`src/rtl/wb_pkg.sv`:
```
// Writeback-stage shared definitions.
// Bus layout and WB-field encodings, shared with the memory stage.
package wb_pkg;

  localparam int XLEN = 16;
  localparam int RAW  = 3;
  localparam int BUSW = 3 * XLEN + 3;

  localparam int WB_HI  = 50;
  localparam int WB_LO  = 48;
  localparam int IMM_HI = 47;
  localparam int IMM_LO = 32;
  localparam int ALU_HI = 31;
  localparam int ALU_LO = 16;
  localparam int MEM_HI = 15;
  localparam int MEM_LO = 0;

  localparam int WB_REG_WRITE = 2;
  localparam int WB_SRC_HI    = 1;
  localparam int WB_SRC_LO    = 0;

  typedef enum logic [1:0] {
    SRC_ALU  = 2'b00,
    SRC_MEM  = 2'b01,
    SRC_IMM  = 2'b10,
    SRC_RSVD = 2'b11
  } src_e;

  // Sources whose value exists while still in stage 1.
  function automatic logic fwd_ok(input logic [1:0] src);
    return (src == SRC_ALU) || (src == SRC_IMM);
  endfunction

endpackage

```
`src/rtl/wb_select.sv`:
```
// Writeback source mux and write qualification.
// Reserved source yields zero data and no write.
module wb_select
  import wb_pkg::*;
#(
  parameter int W = 16
) (
  input  logic         valid,
  input  logic         reg_write,
  input  logic [1:0]   src,
  input  logic [W-1:0] alu,
  input  logic [W-1:0] mem,
  input  logic [W-1:0] imm,
  output logic         we,
  output logic [W-1:0] data
);

  // Pick the writeback word by source encoding.
  always_comb begin
    data = '0;
    unique case (1'b1)
      (src == SRC_ALU): data = alu;
      (src == SRC_MEM): data = mem;
      (src == SRC_IMM): data = imm;
      default:          data = '0;
    endcase
  end

  assign we = valid & reg_write & (src != SRC_RSVD);

endmodule

```
`src/rtl/writeback_stage.sv`:
```
// Two-entry writeback pipeline with mem-word realignment.
// Drives the register-file write port, forwarding taps and retire count.
module writeback_stage
  import wb_pkg::*;
#(
  parameter int W  = XLEN,
  parameter int RA = RAW
) (
  input  logic           clk,
  input  logic           rst,
  input  logic [3*W+2:0] data_in,
  input  logic [RA-1:0]  rd_in,
  input  logic           in_valid,
  input  logic           stall,
  input  logic           flush,
  output logic           rf_we,
  output logic [RA-1:0]  rf_waddr,
  output logic [W-1:0]   rf_wdata,
  output logic           fwd1_valid,
  output logic [RA-1:0]  fwd1_addr,
  output logic [W-1:0]   fwd1_data,
  output logic           fwd2_valid,
  output logic [RA-1:0]  fwd2_addr,
  output logic [W-1:0]   fwd2_data,
  output logic [15:0]    retired
);

  logic          s1_valid;
  logic          s1_rw;
  logic [1:0]    s1_src;
  logic [RA-1:0] s1_rd;
  logic [W-1:0]  s1_imm;
  logic [W-1:0]  s1_alu;

  logic          s2_valid;
  logic          s2_we;
  logic [RA-1:0] s2_rd;
  logic [W-1:0]  s2_data;
  logic [15:0]   ret_q;

  logic          sel_we;
  logic [W-1:0]  sel_data;

  // The mem word is taken live: it belongs to the s1 entry.
  wb_select #(.W(W)) u_sel (
    .valid     (s1_valid),
    .reg_write (s1_rw),
    .src       (s1_src),
    .alu       (s1_alu),
    .mem       (data_in[MEM_HI:MEM_LO]),
    .imm       (s1_imm),
    .we        (sel_we),
    .data      (sel_data)
  );

  // Stage 1: capture the early bus fields unless stalled.
  always_ff @(posedge clk) begin
    if (rst) begin
      s1_valid <= 1'b0;
      s1_rw    <= 1'b0;
      s1_src   <= SRC_ALU;
      s1_rd    <= '0;
      s1_imm   <= '0;
      s1_alu   <= '0;
    end else if (!stall) begin
      s1_valid <= in_valid;
      s1_rw    <= data_in[WB_LO+WB_REG_WRITE];
      s1_src   <= data_in[WB_LO+WB_SRC_HI:WB_LO+WB_SRC_LO];
      s1_rd    <= rd_in;
      s1_imm   <= data_in[IMM_HI:IMM_LO];
      s1_alu   <= data_in[ALU_HI:ALU_LO];
    end else if (flush) begin
      s1_valid <= 1'b0;
    end
  end

  // Stage 2: advance s1 or insert a bubble on stall/flush.
  always_ff @(posedge clk) begin
    if (rst) begin
      s2_valid <= 1'b0;
      s2_we    <= 1'b0;
      s2_rd    <= '0;
      s2_data  <= '0;
    end else if (stall) begin
      s2_valid <= 1'b0;
    end else begin
      s2_valid <= s1_valid & ~flush;
      s2_we    <= sel_we;
      s2_rd    <= s1_rd;
      s2_data  <= sel_data;
    end
  end

  // Count every instruction leaving stage 2.
  always_ff @(posedge clk) begin
    if (rst) begin
      ret_q <= '0;
    end else if (s2_valid) begin
      ret_q <= ret_q + 16'd1;
    end
  end

  assign rf_we    = s2_valid & s2_we;
  assign rf_waddr = s2_rd;
  assign rf_wdata = s2_data;

  assign fwd2_valid = rf_we;
  assign fwd2_addr  = rf_waddr;
  assign fwd2_data  = rf_wdata;

  assign fwd1_valid = s1_valid & s1_rw & fwd_ok(s1_src);
  assign fwd1_addr  = s1_rd;
  assign fwd1_data  = (s1_src == SRC_IMM) ? s1_imm : s1_alu;

  assign retired = ret_q;

endmodule

```
`config.mk`:
```
export PLATFORM = sky130hd
export DESIGN_NAME = writeback_stage
export DESIGN_NICKNAME = d
export VERILOG_FILES = /design/src/rtl/wb_pkg.sv /design/src/rtl/wb_select.sv /design/src/rtl/writeback_stage.sv
export SDC_FILE = /design/constraint.sdc
export NUM_CORES = 1
export LEC_CHECK = 0
export BUFFER_PORTS_ARGS = -buffer_cell sky130_fd_sc_hd__buf_4
export CORE_MARGIN = 4
export CORE_UTILIZATION = 40
export DETAILED_ROUTE_END_ITERATION = 8
export PLACE_DENSITY = 0.8
export SYNTH_ARGS = -nofsm -noshare
export SYNTH_HDL_FRONTEND = slang
export SYNTH_SLANG_ARGS = --single-unit
```
`constraint.sdc`:
```
create_clock -name clk -period 1.6 [get_ports clk]
set_clock_uncertainty 0.2 [all_clocks]
set_input_delay 0.24 -clock clk [delete_from_list [all_inputs] [get_ports clk]]
set_output_delay 0.24 -clock clk [all_outputs]
set_load 0.01 [all_outputs]
```
==> results of run 1 <==
[cells by family after synthesis]
| group | after synthesis |
|---|---|
| AO/OA/AOI/OAI | 29 |
| flip-flops | 76 |
| AND/OR/NAND/NOR | 133 |
| adder cells (fa/ha/maj) | 1 |
| buffers and inverters | 50 |
| XOR/XNOR | 9 |
| multiplexers | 75 |
[power groups by stage]
stage               Sequential, mW  Clock, mW  Combinational [mW]
finish                        2.05       1.62               0.827
CTS                           2.05       1.68               0.822
global route                  2.06       1.74               0.891
detailed placement            2.09          0               0.723
floorplan                     2.09          0               0.405
global placement              2.09          0               0.711
[critical path, delay by kind of cell, from the launching register on]
kind          cells  cell delay, ns
flops             1            0.34
buf+inv           2            0.32
simple gates      1            0.20
mux               1            0.31
[cell type report]
type / instances / area share (%)
Multi-Input combinational cell: 247 / 33.6
Inverter: 3 / 0.204
Clock inverter: 6 / 1.59
Clock buffer: 10 / 2.50
Timing Repair Buffer: 203 / 31.6
Tap cell: 105 / 2.38
Sequential cell: 76 / 28.1
[flip-flops by register name, indices dropped and copies added, names as in the netlist]
name / flops
fwd2_data: 16
retired: 16
s1_alu: 16
s1_imm: 16
fwd1_addr: 3
fwd2_addr: 3
s1_src: 2
s1_rw: 1
s1_valid: 1
s2_valid: 1
s2_we: 1
[cell usage in the layout (no fill, tap or decap), types with 6 or more instances in the layout]
master	n
a211oi_1	16
buf_4	146
nor3_1	16
dfxtp_2	7
clkbuf_8	10
a21oi_1	6
dlygate4sd3_1	40
buf_12	6
mux2i_1	58
buf_6	10
mux2_4	16
dfxtp_1	64
nor2_1	69
nor2b_1	17
[metal layers]
layer	vias up	share of wire (%)	track usage [%]
met5	-	0	0
met4	0	1.7	7.67
met3	17	5.5	3.41
met2	99	53	34.6
met1	1590	40	22.0
li1	1597	-	-
[cells in the mapped netlist (all sizes together)]
library cell	count	area share (%)
a211oi	17	3.6
a21oi	7	0.99
and2	2	0.35
and4	4	1.1
buf	35	6.5
clkbuf	12	1.3
dfxtp	76	43
ha	1	0.35
inv	3	0.32
mux2	17	5.4
mux2i	58	16
nand2	6	0.85
nand2b	1	0.18
nand3	2	0.43
nand3b	1	0.21
nand4	6	1.2
nor2	70	7.5
nor2b	18	3.2
nor3	16	2.3
nor4	1	0.18
nor4b	1	0.25
o21ai	2	0.28
o31ai	3	0.64
or3	2	0.35
or4	3	0.64
xnor2	4	0.99
xor2	5	1.2
[per-stage QoR]
step / TNS (ns) / area [um^2]
3_5_place_dp: -0.115 / 4770
5_1_grt: -6.31 / 5510
2_1_floorplan: -0.102 / 3660
3_3_place_gp: 0 / 4770
4_1_cts: -5.63 / 5470
6_report: -5.31 / 5510
[worst max path at each step]
| stage | startpoint | endpoint | slack, ns | cells after the start |
|---|---|---|---|---|
| 3_5_place_dp | retired[4]$_SDFFE_PP0P_ | retired[14]$_SDFFE_PP0P_ | -0.03 | 4 |
| 5_1_grt | s1_src[1]$_SDFFE_PP0N_ | fwd1_data[0] | -0.41 | 4 |
| 2_1_floorplan | s2_valid$_SDFF_PP0_ | retired[15]$_SDFFE_PP0P_ | -0.06 | 5 |
| 3_3_place_gp | retired[8]$_SDFFE_PP0P_ | retired[15]$_SDFFE_PP0P_ | 0.006 | 4 |
| 6_report | s1_src[1]$_SDFFE_PP0N_ | fwd1_data[0] | -0.35 | 4 |
| 4_1_cts | s1_src[1]$_SDFFE_PP0N_ | fwd1_data[10] | -0.38 | 4 |
[repair_timing]
item,4_1_cts,5_1_grt
hold endpoints to repair,40,0
setup buffers,0,2
gates resized for setup,20,7
setup endpoints to repair,21,24
pin swaps,1,5
hold buffers,40,0
==> flow_metrics.env, run 1 <==
export IMPL_power_mw=4.50
export IMPL_dr_pass1_iters=6
export IMPL_leakagePower_nw=2.55
export IMPL_dp_hpwl_um=6770
export IMPL_std_cell_rows=33
export IMPL_cts_max_level=3
export IMPL_clock_path_buffers=2
export IMPL_grt_pass1_wl_um=15700
export IMPL_syn_nets=433
export IMPL_synth_area_per_cell_um2=9.45
export IMPL_fin_hold_ws_ns=0.0660
export IMPL_cts_root_buf="clkbuf_8"
export IMPL_grt_util_all_layers_pct=19.0
export IMPL_cp_start_kind="register"
export IMPL_drt_iter0_drc=56
export IMPL_ys_types=36
export IMPL_die_h_um=102
export IMPL_max_cap_violations=0
export IMPL_power_frac_seq_pct=45.6
export IMPL_numPortBuffers=134
export IMPL_clock_insertion_delay_worst_skew_ns=0.33
export IMPL_fin_crit_sh_pct=122
export IMPL_drive_gt1_share_pct=40.9
export IMPL_synth_compound_area_share_pct=5.54
export IMPL_antenna_left=0
export IMPL_route_detailed_drc=0
export IMPL_pre_cts_slack_ns=-0.0301
export IMPL_pwr_share_comb_pct=18.4
export IMPL_p_sw_mw=1.11
export IMPL_cts_tree="done"
export IMPL_syn_to_final_growth_pct=56.3
export IMPL_rr_worst_depth=4
export IMPL_insertedDiodeCount=0
export IMPL_r2r_start="retired[8]$_SDFFE_PP0P_"
export IMPL_dp_cells=592
export IMPL_sw_frac_of_total_pct=24.8
export IMPL_r2r_end="retired[15]$_SDFFE_PP0P_"
export IMPL_postLayoutCoreUtil_pct=65.8
export IMPL_internal_power_mw=3.38
export IMPL_clk_pin_slew_ns=0.08
export IMPL_numCtsBuffers=9
export IMPL_fill_cells=656
export IMPL_grt_pass1_vias=3288
export IMPL_synth_xor_area_share_pct=2.24
export IMPL_hold_depth=2
export IMPL_ioPinCount=135
export IMPL_drv_slew=0
export IMPL_clockPowerShare_pct=36.1
export IMPL_rsz0062_at_grt="true"
export IMPL_synth_mux_area_share_pct=21.9
export IMPL_crit_chain="nor2b_4, buf_12, mux2_4, buf_4"
export IMPL_synth_top_family_by_area="multiplexers"
export IMPL_nNetsFinal=600
export IMPL_peakVddDrop_uv=488
export IMPL_clock_sinks=76
export IMPL_antenna_found_initial=0
export IMPL_ys_seq_elements=76
export IMPL_coreArea_um2=8380
export IMPL_fin_crit_ns=1.95
export IMPL_slowest_stage="dfxtp_2"
export IMPL_violations="negative setup slack"
export IMPL_power_density_nw_per_um2=816
export IMPL_totalWireLength_um=10200
export IMPL_ys_warnings_count=0
export IMPL_place_congestion=0.878
export IMPL_arrival_ns=1.51
export IMPL_setup_ws_ns=-0.353
export IMPL_tightestPinTransition_ns=0.304
export IMPL_synthSimpleGateAreaFrac_pct=18.7
export IMPL_vias=3303
export IMPL_syn_inst=373
export IMPL_overflow=0
export IMPL_maxSlewHeadroom_pct=79.6
export IMPL_status="finished, violations left"
export IMPL_cp_max_fo=15
export IMPL_critPathKind="reg -> out"
export IMPL_synthesis_area_um2=3530
export IMPL_end_kind="output pin"
export IMPL_max_stage_delay_ns=0.34
export IMPL_synthAdderAreaFrac_pct=0.355
export IMPL_fp_dieW_um=102
export IMPL_grt_max_degree=34
export IMPL_min_delay_start="rst"
export IMPL_fmaxAchievable_ghz=0.512
export IMPL_seqCellArea_um2=1550
export IMPL_required_ns=1.16
export IMPL_setup_viol=18
export IMPL_stdcell_count=650
export IMPL_multi_input_area_um2=1850
export IMPL_ff2ff_setup_slack_ns=-0.02
export IMPL_hold_end="s1_imm[11]$_SDFFE_PP0N_"
export IMPL_viasPerCell=5.08
export IMPL_hp_class="in -> reg"
export IMPL_finalHoldViolCount=0
export IMPL_start_util_pct=42.1
export IMPL_wl_per_cell_um=15.6
export IMPL_ys_seq_area_share_pct=43.2
export IMPL_die_area_um2=10400
Power figures use the tool's default switching activity.
==> inputs of run 2 (changes only) <==
Settings changed: SKIP_LAST_GASP set to 1.
==> flow_metrics.env, run 2 (synthesized netlist as in run 1, its figures left out) <==
export IMPL_setup_viol=18
export IMPL_dp_hpwl_um=6770
export IMPL_hp_class="in -> reg"
export IMPL_leakagePower_nw=2.53
export IMPL_cts_root_buf="clkbuf_8"
export IMPL_fin_crit_ns=1.96
export IMPL_std_cell_rows=33
export IMPL_fill_cells=669
export IMPL_finalHoldViolCount=0
export IMPL_power_density_nw_per_um2=820
export IMPL_dr_pass1_iters=4
export IMPL_clock_path_buffers=2
export IMPL_setup_ws_ns=-0.363
export IMPL_drv_slew=0
export IMPL_start_util_pct=42.1
export IMPL_violations="negative setup slack"
export IMPL_fmaxAchievable_ghz=0.509
export IMPL_route_detailed_drc=0
export IMPL_totalWireLength_um=10100
export IMPL_maxSlewHeadroom_pct=79.6
export IMPL_power_frac_seq_pct=45.7
export IMPL_antenna_left=0
export IMPL_clk_pin_slew_ns=0.08
export IMPL_layout_common_cells="buf_4, nor2_1, dfxtp_1"
export IMPL_sw_frac_of_total_pct=24.8
export IMPL_grt_util_all_layers_pct=18.9
export IMPL_crit_path_start="s1_src[1]$_SDFFE_PP0N_"
export IMPL_rsz0062_at_grt="true"
export IMPL_final_common_cell="buf_4"
export IMPL_numCtsBuffers=9
export IMPL_grt_max_degree=34
export IMPL_critPathKind="reg -> out"
export IMPL_overflow=0
export IMPL_peakVddDrop_uv=488
export IMPL_pre_cts_slack_ns=-0.0301
export IMPL_rr_worst_depth=4
export IMPL_internal_power_mw=3.37
export IMPL_hold_end="s1_imm[11]$_SDFFE_PP0N_"
export IMPL_wl_per_cell_um=15.5
export IMPL_required_ns=1.16
export IMPL_postLayoutCoreUtil_pct=65.3
export IMPL_r2r_start="retired[8]$_SDFFE_PP0P_"
export IMPL_drt_iter0_drc=50
export IMPL_drive_gt1_share_pct=40.9
export IMPL_nNetsFinal=600
export IMPL_place_congestion=0.878
export IMPL_syn_to_final_growth_pct=55.1
export IMPL_ioPinCount=135
export IMPL_min_delay_start="rst"
export IMPL_arrival_ns=1.52
export IMPL_max_stage_delay_ns=0.35
export IMPL_grt_pass1_wl_um=15700
export IMPL_antenna_found_initial=0
export IMPL_vias=3296
export IMPL_viasPerCell=5.07
export IMPL_end_kind="output pin"
export IMPL_clock_sinks=76
export IMPL_tns_ns=-5.40
export IMPL_grt_pass1_vias=3311
export IMPL_crit_chain="nor2b_4, buf_12, mux2_2, buf_4"
export IMPL_clock_insertion_delay_worst_skew_ns=0.33
export IMPL_cp_start_kind="register"
export IMPL_pwr_share_comb_pct=18.1
export IMPL_slowest_stage="mux2_2"
export IMPL_cts_tree="done"
export IMPL_cp_max_fo=15
export IMPL_numPortBuffers=134
export IMPL_max_cap_violations=0
export IMPL_status="finished, violations left"
export IMPL_insertedDiodeCount=0
export IMPL_cts_max_level=3
export IMPL_hold_depth=2
export IMPL_fin_crit_sh_pct=123
export IMPL_tightestPinTransition_ns=0.304
export IMPL_die_area_um2=10400
export IMPL_p_sw_mw=1.11
export IMPL_die_h_um=102
export IMPL_fp_dieW_um=102
export IMPL_clockPowerShare_pct=36.2
export IMPL_r2r_end="retired[15]$_SDFFE_PP0P_"
export IMPL_ff2ff_setup_slack_ns=-0.02
export IMPL_coreArea_um2=8380
==> run 2: cell counts in the layout (fill, tap and decap cells not counted) <==
Identical to the previous run, type by type.
==> run 2: what timing repair did <==
| item | CTS | global route |
|---|---|---|
| resized for setup | 9 | 7 |
| pin swaps | 1 | 4 |
| hold endpoints to repair | 40 | 0 |
| endpoints found under the setup margin | 21 | 24 |
| buffers inserted | 0 | 2 |
| hold buffers | 40 | 0 |
==> run 2: worst max-delay path: cells and delay by family (launching register included) <==
family	cells	cell delay, ns
simple gates	1	0.18
flops	1	0.33
buf+inv	2	0.32
mux	1	0.35
==> run 2: final cells by class <==
type | instances | area (um^2) | share of cell area, %
flip-flops and latches | 76 | 1550 | 28.3
clock inverters | 6 | 87.6 | 1.60
inverters | 3 | 11.3 | 0.206
multi-input cells | 247 | 1840 | 33.7
well taps | 105 | 131 | 2.40
clock buffers | 10 | 138 | 2.52
repair buffers | 203 | 1710 | 31.3
==> run 2: per-stage QoR <==
step | total power, mW | area, um^2 | hold slack [ns] | cells
2_1_floorplan | 2.49 | 3660 | 0.112 | 373
3_3_place_gp | 2.80 | 4770 | 0.232 | 592
3_5_place_dp | 2.82 | 4770 | 0.233 | 592
4_1_cts | 4.53 | 5430 | 0.0462 | 648
5_1_grt | 4.67 | 5470 | 0.0662 | 650
6_report | 4.49 | 5470 | 0.0676 | 650
==> run 2: per-layer routing <==
| layer | track usage, % | part of all wire (%) | up-vias |
|---|---|---|---|
| li1 | - | - | 1597 |
| met1 | 21.7 | 40 | 1584 |
| met2 | 34.5 | 52 | 96 |
| met3 | 3.48 | 5.8 | 19 |
| met4 | 7.87 | 1.9 | 0 |
| met5 | 0 | 0 | - |
==> run 2: power groups by stage <==
| stage | Clock (mW) | Sequential, mW | Combinational (mW) |
|---|---|---|---|
| global placement | 0 | 2.09 | 0.711 |
| finish | 1.63 | 2.05 | 0.812 |
| detailed placement | 0 | 2.09 | 0.723 |
| global route | 1.74 | 2.06 | 0.876 |
| CTS | 1.68 | 2.05 | 0.806 |
| floorplan | 0 | 2.09 | 0.405 |
==> run 2: how the worst max path moves through the flow <==
stage,slack (ns),cells past startpoint,end
finish,-0.36,4,fwd1_data[0]
global route,-0.43,4,fwd1_data[0]
CTS,-0.40,4,fwd1_data[0]
detailed placement,-0.03,4,retired[14]$_SDFFE_PP0P_
global placement,0.006,4,retired[15]$_SDFFE_PP0P_
floorplan,-0.06,5,retired[15]$_SDFFE_PP0P_
